<file path="src/rtl/rename_width_ctrl_pkg.sv">
// Shared rename-stage definitions: reconfiguration FSM states, the widest front end,
// and the width-to-lane-mask decode shared with the rename/dispatch lane gating.
package rename_width_ctrl_pkg;

    typedef enum logic [1:0] {
        IDLE   = 2'd0,
        DRAIN  = 2'd1,
        FLUSH  = 2'd2,
        SETTLE = 2'd3
    } rwc_state_t;

    localparam int FE_MAX_WIDTH = 4;

    // Lane 0 lives in the MSB, so a width of N enables the top N bits.
    function automatic logic [3:0] width_to_mask(input logic [2:0] width);
        logic [3:0] mask;
        mask = '0;
        for (int i = 0; i < 4; i++) begin
            if (i < int'(width)) begin
                mask[3-i] = 1'b1;
            end
        end
        return mask;
    endfunction

endpackage

</file>
<file path="src/rtl/rename_width_ctrl.sv">
// Front-end width reconfiguration sequencer: stall, drain the ROB, recover the
// speculative free list, apply the new width/mask, settle, then release the stall.
module rename_width_ctrl
    import rename_width_ctrl_pkg::*;
#(
    parameter int MAX_WIDTH     = FE_MAX_WIDTH,
    parameter int DRAIN_TIMEOUT = 1024,
    parameter int SETTLE_CYCLES = 2
) (
    input  logic       clk,
    input  logic       reset,
    input  logic       cfgReq_i,
    input  logic [2:0] cfgWidth_i,
    input  logic       robEmpty_i,
    output logic       busy_o,
    output logic       cfgAck_o,
    output logic       cfgErr_o,
    output logic       stallFrontEnd_o,
    output logic       recoverFlag_o,
    output logic [2:0] frontEndWidth_o,
    output logic [3:0] frontEndMask_o
);

    localparam int CNT_MAX_VAL = (DRAIN_TIMEOUT > SETTLE_CYCLES) ? DRAIN_TIMEOUT : SETTLE_CYCLES;
    localparam int CNT_W       = $clog2(CNT_MAX_VAL + 1);

    typedef logic [CNT_W-1:0] cnt_t;

    localparam cnt_t       DRAIN_LAST  = cnt_t'(DRAIN_TIMEOUT - 1);
    localparam cnt_t       SETTLE_LAST = cnt_t'(SETTLE_CYCLES - 1);
    localparam logic [2:0] RESET_WIDTH = 3'(MAX_WIDTH);

    rwc_state_t state_reg, state_next;
    cnt_t       cnt_reg, cnt_next, cnt_inc;
    logic [2:0] width_reg, width_next;
    logic [3:0] mask_reg, mask_next;
    logic [2:0] pend_width_reg, pend_width_next;
    logic       ack_reg, ack_next;
    logic       err_reg, err_next;

    // One counter serves both the drain timeout and the settle interval; it saturates.
    assign cnt_inc = (cnt_reg == {CNT_W{1'b1}}) ? cnt_reg : cnt_reg + cnt_t'(1);

    always_ff @(posedge clk or negedge reset) begin
        if (!reset) begin
            state_reg      <= IDLE;
            cnt_reg        <= '0;
            width_reg      <= RESET_WIDTH;
            mask_reg       <= width_to_mask(RESET_WIDTH);
            pend_width_reg <= RESET_WIDTH;
            ack_reg        <= 1'b0;
            err_reg        <= 1'b0;
        end else begin
            state_reg      <= state_next;
            cnt_reg        <= cnt_next;
            width_reg      <= width_next;
            mask_reg       <= mask_next;
            pend_width_reg <= pend_width_next;
            ack_reg        <= ack_next;
            err_reg        <= err_next;
        end
    end

    always_comb begin
        state_next      = state_reg;
        cnt_next        = cnt_reg;
        width_next      = width_reg;
        mask_next       = mask_reg;
        pend_width_next = pend_width_reg;
        ack_next        = 1'b0;
        err_next        = 1'b0;

        case (state_reg)
            IDLE: begin
                if (cfgReq_i) begin
                    if (cfgWidth_i == 3'd0 || int'(cfgWidth_i) > MAX_WIDTH) begin
                        err_next = 1'b1;
                    end else if (cfgWidth_i == width_reg) begin
                        ack_next = 1'b1;
                    end else begin
                        pend_width_next = cfgWidth_i;
                        cnt_next        = '0;
                        state_next      = DRAIN;
                    end
                end
            end
            DRAIN: begin
                // An empty ROB in the final timeout cycle still wins over the timeout.
                if (robEmpty_i) begin
                    state_next = FLUSH;
                end else if (cnt_reg == DRAIN_LAST) begin
                    err_next   = 1'b1;
                    state_next = IDLE;
                end else begin
                    cnt_next = cnt_inc;
                end
            end
            FLUSH: begin
                width_next = pend_width_reg;
                mask_next  = width_to_mask(pend_width_reg);
                cnt_next   = '0;
                state_next = SETTLE;
            end
            SETTLE: begin
                if (cnt_reg == SETTLE_LAST) begin
                    ack_next   = 1'b1;
                    state_next = IDLE;
                end else begin
                    cnt_next = cnt_inc;
                end
            end
            default: state_next = IDLE;
        endcase
    end

    assign busy_o          = (state_reg != IDLE);
    assign stallFrontEnd_o = (state_reg != IDLE);
    assign recoverFlag_o   = (state_reg == FLUSH);
    assign cfgAck_o        = ack_reg;
    assign cfgErr_o        = err_reg;
    assign frontEndWidth_o = width_reg;
    assign frontEndMask_o  = mask_reg;

endmodule

</file>
<file path="config.mk">
export PLATFORM = sky130hd
export DESIGN_NAME = rename_width_ctrl
export DESIGN_NICKNAME = d
export VERILOG_FILES = /design/src/rtl/rename_width_ctrl_pkg.sv /design/src/rtl/rename_width_ctrl.sv
export SDC_FILE = /design/constraint.sdc
export NUM_CORES = 1
export LEC_CHECK = 0
export BUFFER_PORTS_ARGS = -buffer_cell sky130_fd_sc_hd__buf_2
export CORE_ASPECT_RATIO = 1.2
export CORE_MARGIN = 2
export CORE_UTILIZATION = 55
export CTS_BUF_LIST = sky130_fd_sc_hd__clkbuf_16
export DETAILED_ROUTE_END_ITERATION = 7
export GPL_ROUTABILITY_DRIVEN = 1
export GPL_TIMING_DRIVEN = 0
export MAX_ROUTING_LAYER = met4
export PLACE_DENSITY = 0.83
export SLEW_MARGIN = 20
export SYNTH_ARGS = -nofsm -noshare
export SYNTH_HDL_FRONTEND = slang
export SYNTH_SLANG_ARGS = --single-unit
</file>
<file path="constraint.sdc">
create_clock -name clk -period 3.6 [get_ports clk]
set_clock_uncertainty 0.05 [all_clocks]
set_input_delay 0.72 -clock clk [delete_from_list [all_inputs] [get_ports clk]]
set_output_delay 0.72 -clock clk [all_outputs]
set_load 0.005 [all_outputs]
</file>
After elaboration in Yosys (flattened, before gate mapping)
Cells that the tools add are included.

storage, ports and cells
  logic and storage cells = 66
  input port bits = 7
  register bits = 25
  output and inout bits = 12

operators by class
  bitwise gates (word level) = 2
  $lt $le $gt $ge = 5
  $add $sub $neg = 1
  reduce and logical (&&, ||, !) cells = 7
  equal/unequal tests = 15
  mux-type cells = 29

operators by type and width
  kind                   number
  $mux 11                7
  $pmux 11 s4            1
  $ne 2x2->1 const B     7
  $mux 1                 12
  $mux 2                 6
  $add 11x1->11 const B  1
  $eq 11x1->1 const B    1
  $eq 11x10->1 const B   1
  $eq 11x11->1 const B   1
  $pmux 2 s4             1
  $lt 1x3->1 const A     2
  $lt 2x3->1 const A     2
  $reduce_and 6->1       1
  $reduce_and 5->1       1
  $eq 2x2->1 const B     2
  $pmux 1 s2             2
  $reduce_and 4->1       1
  $eq 3x3->1             1
  $gt 3x3->1 const B     1
  $logic_not 3->1        1
  $ne 3x3->1 const B     1
  $eq 2x1->1 const B     1
  $logic_not 2->1        1
  $not 1->1              2
  other kinds (2)        2

Longest topological paths before layout
Gate-level depths: netlist of the first run.

  word-level depth = 5
  depth in mapped cells = 8
  mapped depth without buffers = 7

Worst setup path before layout of the first run
OpenSTA, ideal clock, no wires.

  path type = input-to-reg
  start = input cfgWidth_i[0]
  end = register cnt_reg[9]
  arrival time = 2.071 ns
  cell stages on the path = 6
  library setup time = 0.103 ns
  buffers on the path = 1
  data required time = 3.447 ns
  path slack = 1.376 ns
  cell sequence = o21ai_0 -> a31o_2 -> nand2_1 -> or4_4 -> buf_6 -> o41ai_2

between the ends
  longest elaborated chain between the ends = 4
  elaborated cells between the ends (all ways) = 7
  classes of those cells = order compare (1); eq/ne (3); reduce/logical (3)

RTL lines
  item                                                  line                     RTL
  from (decl)                                           rename_width_ctrl.sv:13  input logic [2:0] cfgWidth_i,
  $gt 3x3->1 / $logic_not 3->1 (equally long branches)  rename_width_ctrl.sv:76  if (cfgWidth_i == 3'd0 || int'(cfgWidth_i) > MAX_WIDTH) begin
  $logic_or 1x1->1                                      rename_width_ctrl.sv:76
  $ne 2x2->1 (no source line)                           -
  $reduce_and 6->1 (no source line) *                   -
  to (signal assigned)                                  rename_width_ctrl.sv:55  cnt_reg <= cnt_next;
  to (decl)                                             rename_width_ctrl.sv:34  cnt_t cnt_reg, cnt_next, cnt_inc;

Mark *: on every way between the ends. The rest lies on a longest branch, timed or not.
A chain may end at the register's enable or synchronous reset.

Worst setup path in the final report of the first run
  start = register cnt_reg[0]
  end = register cnt_reg[1]

between the ends
  longest elaborated chain between the ends = 5
  elaborated cells between the ends (all ways) = 12
  classes of those cells = add/sub (1); eq/ne (5); mux (5); reduce/logical (1)

RTL lines
  item                                                  line                     RTL
  $add 11x1->11 / $eq 11x11->1 (equally long branches)  rename_width_ctrl.sv:42  assign cnt_inc = (cnt_reg == {CNT_W{1'b1}}) ? cnt_reg : cnt_reg + cnt_t'(1);
  $mux 11                                               rename_width_ctrl.sv:42
  $mux 11                                               rename_width_ctrl.sv:91  end else if (cnt_reg == DRAIN_LAST) begin
  $mux 11                                               rename_width_ctrl.sv:89  if (robEmpty_i) begin
  $pmux 11 s4                                           rename_width_ctrl.sv:73  case (state_reg)

Several ways; a longest one is shown, not always the timed one. The select of a mux whose other input is x is not followed.

==> results of run 1 <==
-- per-layer routing --
layer	track usage	part of all wire	up-vias
met3	0.0328	0.035	7
met2	0.380	0.49	25
met5	-	0	-
li1	-	-	574
met1	0.255	0.45	602
met4	0.135	0.025	0
-- cell families after synthesis --
group / share of synthesized area
and+or+nand+nor: 0.191
xor gates and xnor gates: 0.0186
buffers and inverters: 0.0575
adders and majority gates: 0.0530
muxes: 0.0557
DFF: 0.429
AOI/OAI and AO/OA: 0.195
-- power by group through the flow --
stage                     logic [W]  clock network (W)  registers (W)
after global routing       0.000625           0.000259       0.000451
final                      0.000560           0.000242       0.000438
after floorplan            0.000407                  0       0.000433
after detailed placement   0.000556                  0       0.000441
after CTS                  0.000560           0.000248       0.000440
after global placement     0.000544                  0       0.000440
-- metrics by stage --
step | total power, W | setup slack, ps | hold WS (ps) | util | cells
6_report | 0.00124 | 1190 | 389 | 0.650 | 198
5_1_grt | 0.00134 | 1010 | 444 | 0.650 | 198
4_1_cts | 0.00125 | 1210 | 406 | 0.650 | 198
3_5_place_dp | 0.000997 | 1100 | 430 | 0.618 | 194
3_3_place_gp | 0.000984 | 1130 | 425 | 0.618 | 194
2_1_floorplan | 0.000839 | 1380 | 374 | - | 143
-- layout by cell type (no fill, tap or decap), drive strengths merged, types with 3 or more instances in the layout --
cell / count
clkbuf: 6
ha: 6
o41ai: 7
inv: 6
nand3: 7
o31ai: 10
mux2: 7
or3: 3
nor3: 3
nor2: 17
xnor2: 3
dfrtp: 19
dfstp: 5
o21ai: 6
nand2: 9
buf: 24
a21oi: 4
-- worst max-delay path: cells and delay by family, from the launching register on --
kind                       cells  cell delay, ps
buffers and inverters          1             220
AOI/OAI and AO/OA              2             610
DFF                            1             430
adders and majority gates      1             230
and+or+nand+nor                2             430
muxes                          1             330
-- final cells by class --
cell class              instances  area, um^2
fillers                       207         877
inverters                       6        22.5
clock inverters                 1        3.75
plain buffers                   9        58.8
multi-input cells             104         727
clock buffers                   3        75.1
repair buffers                 18        90.1
well taps                      33        41.3
flip-flops and latches         24         607
-- path summary, 6_finish.rpt --
check                                               from  cells after the start                       endpoint  slack [ps]
setup / recovery                  cnt_reg[0]$_DFFE_PN0P_                      7         cnt_reg[1]$_DFFE_PN0P_        1190
min in group clk           frontEndMask_o[1]$_DFFE_PN1P_                      2  frontEndMask_o[1]$_DFFE_PN1P_         440
hold / removal                                     reset                      1         cnt_reg[5]$_DFFE_PN0P_         390
hold reg to reg            frontEndMask_o[1]$_DFFE_PN1P_                      2  frontEndMask_o[1]$_DFFE_PN1P_         440
setup reg to reg                  cnt_reg[0]$_DFFE_PN0P_                      7         cnt_reg[1]$_DFFE_PN0P_        1190
max in group asynchronous                          reset                      1  frontEndMask_o[3]$_DFFE_PN1P_        2750
==> impl_results.md, run 1 <==
* CP Launch Type: flip-flop
* Max reg flops at 11
* Port buffer count at 18
* Total gr overflow at 0
* Net Count, Synth at 156
* Type of the worst min-delay path: primary input to asynchronous set/reset pin
* Area leader, netlist: dfrtp_1
* CTS HTree Levels at 1
* Initial Util at 0.565
* Detailed Route Iter0 Violations at 18
* CP Cell Sequence: ha_1, nand3_1, o31ai_1, a21o_1, buf_2, or3_1, mux2_2
* TritonCTS Buffers at 3
* Seq/Total Area, Yosys at 0.429
* Site Rows at 20
* Setup tns final at 0 ps
* Largest net degree at the start of global routing at 25
* Area contributors post-synth: dfrtp_1 (34%), dfstp_2 (9.3%), mux2_2 (5.6%)
* Nets at 179
* Crit-path slowest cell: o31ai_1
* Overall global routing resource usage at 0.226
* Die ar. at 0.00300 mm^2
* Yosys warns at 0
* Antenna Cells at 0
* Switching Share at 0.376
* Vias at 1208
* Routability Congestion at 0.862
* Layout cell share with drive strength beyond 1 at 0.279
* Synth Instances at 143
* WL/cell at 14.7 um
* Count leader, synth: dfrtp_1
* Syn-to-layout area delta at 14.9%
* Maximum VDD drop at 0.533 mV
* Static Leak at 0.720 nW
* Synth cell count leaders: dfrtp_1 (19), nor2_1 (17), o31ai_1 (10), nand2_1 (9)
* Syn Std Cell Area at 0.00142 mm^2
* Ports at 19
* Syn avg cell area at 9.90 um^2
* HPWL Detailed at 2090 um
* Synth top area share at 0.336
* P_sw at 0.000466 W
* Clk Latency, worst-skew pair at 260 ps
* Antenna Violating Nets Remaining at 0
* Hold-fix buffers, CTS at 0
* First-pass GRT wire length at 4930 um
* Hold Vio Cnt, Final at 0
* Flop pwr share at 0.354
* Initial antenna violation count at 0
* Final WL at 2920 um
* CP arrival at 2510 ps
* Final setup vio count at 0
* Cell Area, Placed at 0.00155 mm^2
* P_int at 0.000774 W
* TritonCTS clock tree: built
* Drt via density at 6.10
* PD cells at 763 mW/mm^2
* Worst-path clk slew at 60 ps
* Final worst-path cycle share at 0.670
* Slew of the pin with the lowest slew margin at 516 ps
* Max Cap Viol at 0
* Post-cts resize count at 0
* Clock tree sinks at 24
* Worst endpoint required time at 3690 ps
* Vias in the first global route at 1144
* RSZ-0062 raised after global routing: false
* DRT Pass-1 Iters at 4
* Clk Tree Root Cell: clkbuf_16
* Setup crit end kind: flip-flop
* DIE WIDTH at 50.3 um
* Final Critical Period at 2410 ps
* Async SR Flop Fraction at 1.00
* Die Ht at 59.6 um
* Post-synth EDFFs at 0
* Worst relative slew slack at 0.651
* FF+latch count, synth at 24
* Setup Buffers After CTS at 0
* Crit Path Max Fanout at 10
* Crit path largest cell delay at 450 ps
* Synth unique cells at 39
* Clock power frac at 0.195
* Most used DFF post-synth: dfrtp_1
* Longest Clk Path Bufs at 2
* Pins Over Slew Limit at 0
* Status: finished clean
* DR DRC count at 0
* Fmax at 0.414 GHz
* WS Path Type: flip-flop to flip-flop
* Combinational share of power at 0.452
* Final Cell Area at 0.00163 mm^2
* Core area at 0.00250 mm^2
Note: power is estimated with default switching activity, not from simulation.
==> inputs of run 2 (changes only) <==
- CORE_UTILIZATION: 55 -> 51
- PLACE_DENSITY: 0.83 -> 0.81
- clock period: 3.6 -> 2 ns (I/O delays scaled with it)
==> run 2 against run 1 <==
- the flow now finishes with violations (setup timing)
- count of clock-buffer cells in the layout is the same
- fmax grew 12%
- sequential power grew 85%
- global-route usage grew 3.0 points
- clock power grew 140%
- hold slack lost 330 ps
- design area grew 19%
- non-clock buffer count grew 14
- die area grew 7.3%
- first-iteration DRC count grew 130%
- total power grew 120%
- wire length grew 37%
- critical endpoint is now cnt_reg[8]$_DFFE_PN0P_
- largest cell class unchanged
- largest power group unchanged
==> impl_results.md, run 2 (synthesis gave the netlist of run 1 again) <==
* Worst endpoint required time at 2110 ps
* R2R Path Start: cnt_reg[1]$_DFFE_PN0P_
* Setup crit end kind: flip-flop
* Crit-path slowest cell: or4_4
* DR DRC count at 0
* Overall global routing resource usage at 0.256
* Commonest non-fill, non-tap cell in the layout: buf_2
* Ports at 19
* Max reg flops at 11
* DIE WIDTH at 52.1 um
* Pins Over Slew Limit at 0
* WS Path Type: flip-flop to flip-flop
* Longest Clk Path Bufs at 2
* Syn-to-layout area delta at 36.3%
* CP arrival at 2260 ps
* Site Rows at 20
* Drt via density at 6.23
* Max Cap Viol at 0
* Post-Layout Cell Count at 213
* Hold Vio Cnt, Final at 0
* Hold-fix buffers, CTS at 0
* PD cells at 1440 mW/mm^2
* Die ar. at 0.00321 mm^2
* CP Launch Type: flip-flop
* Worst relative slew slack at 0.639
* Crit Path Max Fanout at 5
* First-pass GRT wire length at 5820 um
* Port buffer count at 18
* Placed cell count at 194
* WL/cell at 18.8 um
* Maximum VDD drop at 1.08 mV
* Most frequent cells in the layout: buf_2 (19), dfrtp_1 (18), nor2_1 (17), buf_4 (17)
* Antenna Violating Nets Remaining at 0
* Nets at 194
* Core area at 0.00258 mm^2
* TritonCTS Buffers at 3
* Crit path largest cell delay at 620 ps
* Antenna Cells at 0
* HPWL Detailed at 2270 um
* Initial Util at 0.549
* Final worst-path cycle share at 1.08
* Worst-path clk slew at 60 ps
* RSZ-0062 raised after global routing: true
* Fmax at 0.465 GHz
* Routability Congestion at 0.855
* Failing checks: setup timing
* Total gr overflow at 0
* Final setup vio count at 13
* Vias at 1327
* Die Ht at 61.7 um
* Largest net degree at the start of global routing at 25
* Setup crit start: cnt_reg[1]$_DFFE_PN0P_
* Slew of the pin with the lowest slew margin at 542 ps
* Detailed Route Iter0 Violations at 42
* Status: complete, but fails checks
* Clk Tree Root Cell: clkbuf_16
* FF-to-FF setup slack at -150 ps
* Vias in the first global route at 1198
* Final WL at 4010 um
* Fillers at 177
* Type of the worst min-delay path: primary input to asynchronous set/reset pin
* Worst Setup Slack, final at -151 ps
* CP Cell Sequence: inv_1, ha_2, nor4b_2, and4_4, or4_4, o41ai_4
* Power, Total at 0.00278 W
* Clock tree sinks at 24
* Initial antenna violation count at 0
* CTS HTree Levels at 1
* Final Critical Period at 2150 ps
* Static Leak at 0.868 nW
* Clk Latency, worst-skew pair at 270 ps
* Layout cell share with drive strength beyond 1 at 0.500
* TritonCTS clock tree: built
* DRT Pass-1 Iters at 6
-- run 2: what timing repair did --
action	in CTS	in global routing
endpoints found under the setup margin	13	13
gates resized for setup	22	18
cloned	0	1
buffers inserted	6	10
pin swaps	2	6
hold endpoints to repair	0	0
-- run 2: report_power, final --
group / total, W / internal (W) / switching [W]
Clock: 0.000585 / 0.000399 / 0.000186
Combinational: 0.00139 / 0.000637 / 0.000750
Sequential: 0.000810 / 0.000663 / 0.000147
Total: 0.00278 / 0.00170 / 0.00108
-- run 2: cell type report --
cell class	instances	area, um^2	share of cell area
clock buffers	3	75.1	0.0389
inverters	6	22.5	0.0117
flip-flops and latches	24	608	0.315
plain buffers	7	45.0	0.0233
repair buffers	34	214	0.111
well taps	33	41.3	0.0214
multi-input cells	105	893	0.463
clock inverters	1	30.0	0.0156
-- run 2: worst max-delay path: cells and delay by family (launching register included) --
kind | cells | cell delay (ps)
AND/OR/NAND/NOR | 3 | 1030
flip-flops | 1 | 400
adder cells (fa/ha/maj) | 1 | 180
AO/OA/AOI/OAI | 1 | 320
buffers and inverters | 1 | 70
-- run 2: per-stage QoR --
step                setup TNS (ps)  cell area [um^2]  hold WS (ps)  setup WS [ps]  utilization
floorplan                    -24.3              1430          54.4          -12.2            -
CTS                           -313              1790          87.9          -51.6        0.696
finish                       -1120              1930          60.8           -151        0.749
detailed placement           -1830              1560           366           -241        0.604
global route                 -1850              1930          97.3           -221        0.749
global placement             -1180              1560           355           -168        0.604
-- run 2: worst paths after layout --
| check | to | cells past startpoint |
|---|---|---|
| hold reg to reg | frontEndMask_o[2]$_DFFE_PN1P_ | 2 |
| min in group clk | cfgErr_o$_DFF_PN0_ | 2 |
| setup reg to reg | cnt_reg[8]$_DFFE_PN0P_ | 6 |
| max in group asynchronous | state_reg[0]$_DFFE_PN0P_ | 1 |
| hold / removal | cnt_reg[9]$_DFFE_PN0P_ | 1 |
| setup / recovery | cnt_reg[8]$_DFFE_PN0P_ | 6 |
-- run 2: routing by layer --
metal,routed length [um],part of all wire,GRT usage,vias up
li1,-,-,-,615
met1,1490,0.37,0.288,650
met2,2240,0.56,0.479,54
met3,201,0.050,0.0359,8
met4,79,0.020,0.0564,0
met5,0,0,-,-
==> inputs of run 3 (changes only) <==
- ABC_AREA: unset -> 1
- PLACE_DENSITY: 0.81 -> 0.8
==> run 3 against run 2 <==
- the flow now finishes without violations
- register-to-register slack better by 300 ps
- final cell count increased by 25%
- combinational power shrank 40%
- synthesized cell count is 48% higher
- die area rose by 7.0%
- hold slack improved by 6.0 ps
- sequential power shrank 6.0%
- sequential share of layout area is 3.5 points higher
- non-clock buffer count shrank 16
- critical endpoint is now cnt_reg[10]$_DFFE_PN0P_
==> impl_results.md, run 3 <==
* Switching Share at 0.384
* Cell Area, Placed at 0.00165 mm^2
* WL/cell at 11.6 um
* CP Cell Sequence: ha_1, or2_1, inv_1, clkbuf_1, nor2_1, nand3_1, nand2_1
* WS Path Type: flip-flop to flip-flop
* P_int at 0.00126 W
* Final Critical Period at 1850 ps
* Longest Clk Path Bufs at 2
* Post-synth EDFFs at 0
* Hold Vio Cnt, Final at 0
* Clk Latency, worst-skew pair at 260 ps
* Most frequent cells in the layout: nand2_1 (72), nand3_1 (23), nor2_1 (23)
* Initial Util at 0.541
* Initial antenna violation count at 0
* Maximum VDD drop at 0.946 mV
* TritonCTS Buffers at 3
* Clock power frac at 0.219
* Ports at 19
* Final setup vio count at 0
* Crit Path Max Fanout at 10
* Max Cap Viol at 0
* DRT Pass-1 Iters at 4
* Clock tree sinks at 24
* Port buffer count at 18
* Status: finished clean
* Simple-gate share of the synthesized area at 0.384
* Layout cell share with drive strength beyond 1 at 0.172
* PD cells at 1180 mW/mm^2
* Complex-gate fraction of the synthesized area at 0.0543
* Synth Instances at 211
* Site Rows at 21
* Die Ht at 63.8 um
* Crit path largest cell delay at 440 ps
* Combinational share of power at 0.409
* Syn Std Cell Area at 0.00152 mm^2
* Fmax at 0.540 GHz
* Synth cell count leaders: nand2_1 (72), nand3_1 (23), nor2_1 (23), inv_1 (22), dfrtp_1 (19)
* TritonCTS clock tree: built
* CP Launch Type: flip-flop
* CTS HTree Levels at 1
* CP arrival at 1960 ps
* GR Util met2 at 0.349
* Setup crit end kind: flip-flop
* Seq/Total Area, Yosys at 0.399
* Count leader, synth: nand2_1
* Final worst-path cycle share at 0.926
* Routability Congestion at 0.861
* Worst endpoint required time at 2110 ps
* Mux share of post-synthesis cell area at 0
* Worst relative slew slack at 0.632
* DIE WIDTH at 53.9 um
* Flop pwr share at 0.372
* Clk Tree Root Cell: clkbuf_16
* RSZ-0062 raised after global routing: false
* Antenna Cells at 0
* Antenna Violating Nets Remaining at 0
* Detailed Route Iter0 Violations at 30
* Syn avg cell area at 7.21 um^2
* Worst-path clk slew at 60 ps
* FF+latch count, synth at 24
* Commonest non-fill, non-tap cell in the layout: nand2_1
* Synth unique cells at 30
* Die ar. at 0.00344 mm^2
* Final Cell Area at 0.00173 mm^2
* HPWL Detailed at 2220 um
* Synth top area share at 0.313
* P_sw at 0.000786 W
* Async SR Flop Fraction at 1.00
* Setup Buffers After CTS at 0
* Max reg flops at 11
* Nets at 247
* Vias in the first global route at 1251
* Setup tns final at 0 ps
* Overall global routing resource usage at 0.220
* DR DRC count at 0
* Yosys warns at 0
* Net Count, Synth at 224
* Crit path max-delay family: simple AND/OR/NAND/NOR gates
* Static Leak at 0.903 nW
* Met3 Usage GRT at 0.0397
* Syn-to-layout area delta at 13.9%
* First-pass GRT wire length at 5420 um
* Final WL at 3100 um
* Pins Over Slew Limit at 0
* Gr busiest metal: met2
* Most used DFF post-synth: dfrtp_1
* Drt via density at 5.02
* Largest family of logic cells by synthesized area: simple AND/OR/NAND/NOR gates
* Met1 GRT Util at 0.262
* Slew of the pin with the lowest slew margin at 551 ps
* Largest net degree at the start of global routing at 25
* Area contributors post-synth: dfrtp_1 (31%), nand2_1 (18%), dfstp_2 (8.6%)
* Type of the worst min-delay path: primary input to asynchronous set/reset pin
* Post-cts resize count at 0
* Hold-fix buffers, CTS at 0
* Post-synthesis xor/xnor area fraction at 0.0230
* Buffers plus inverters on the worst setup path at 2
* Area share of fa/ha/maj cells after synthesis at 0.0493
* Total gr overflow at 0
* Crit-path slowest cell: dfrtp_1
* Area leader, netlist: dfrtp_1
* Vias at 1341
* Core area at 0.00281 mm^2
run 3: cell count changes after synthesis, sizes merged, moves of 3 or more:
cell,previous run,this run
a21oi,4,1
inv,6,22
mux2,7,0
nand2,9,74
nand3,7,24
nand4,2,5
nor2,17,27
nor3,3,0
o31ai,10,0
o41ai,7,0
or3,3,0
run 3: kinds of logic after synthesis:
logic type               count (synthesis)
AND/OR/NAND/NOR                        134
buffers and inverters                   30
flip-flops                              24
AO/OA/AOI/OAI                           13
adder cells (fa/ha/maj)                  6
XOR/XNOR                                 4
run 3: power groups by stage:
stage                     combinational, W  clock [W]  sequential, W
after detailed placement          0.000840          0       0.000770
after global routing              0.000943   0.000474       0.000783
after global placement            0.000821          0       0.000768
after CTS                         0.000845   0.000453       0.000763
after floorplan                   0.000578          0       0.000757
final                             0.000837   0.000449       0.000761
run 3: area by class of cell:
cell class / instances / area (um^2)
sequential: 24 / 607
tap: 34 / 42.5
clock inverter: 1 / 3.75
multi-input combinational: 157 / 777
inverter: 23 / 86.3
fill: 247 / 1080
clock buffer: 3 / 75.1
buffer: 7 / 51.3
timing repair buffer: 18 / 90.1
run 3: stage by stage:
stage	util	hold slack [ps]	instances	setup slack, ps	power [W]
global route	0.616	121	267	12.3	0.00220
finish	0.616	66.8	267	149	0.00205
detailed placement	0.588	377	263	171	0.00161
global placement	0.588	361	263	209	0.00159
CTS	0.616	91.7	267	150	0.00206
floorplan	-	54.4	211	357	0.00133
run 3: routing by layer:
| metal | vias to the layer above | wire [um] |
|---|---|---|
| met5 | - | 0 |
| met4 | 0 | 65 |
| met3 | 4 | 144 |
| met2 | 31 | 1480 |
| met1 | 597 | 1400 |
| li1 | 709 | - |
run 3: final timing paths:
path / endpoint / start / slack, ps / depth (start not counted)
hold reg to reg: frontEndMask_o[2]$_DFFE_PN1P_ / frontEndMask_o[2]$_DFFE_PN1P_ / 420 / 2
min in group clk: cfgErr_o$_DFF_PN0_ / robEmpty_i / 330 / 2
max in group asynchronous: frontEndMask_o[1]$_DFFE_PN1P_ / reset / 1460 / 1
setup / recovery: cnt_reg[10]$_DFFE_PN0P_ / state_reg[0]$_DFFE_PN0P_ / 150 / 7
setup reg to reg: cnt_reg[10]$_DFFE_PN0P_ / state_reg[0]$_DFFE_PN0P_ / 150 / 7
hold / removal: cnt_reg[6]$_DFFE_PN0P_ / reset / 70 / 1
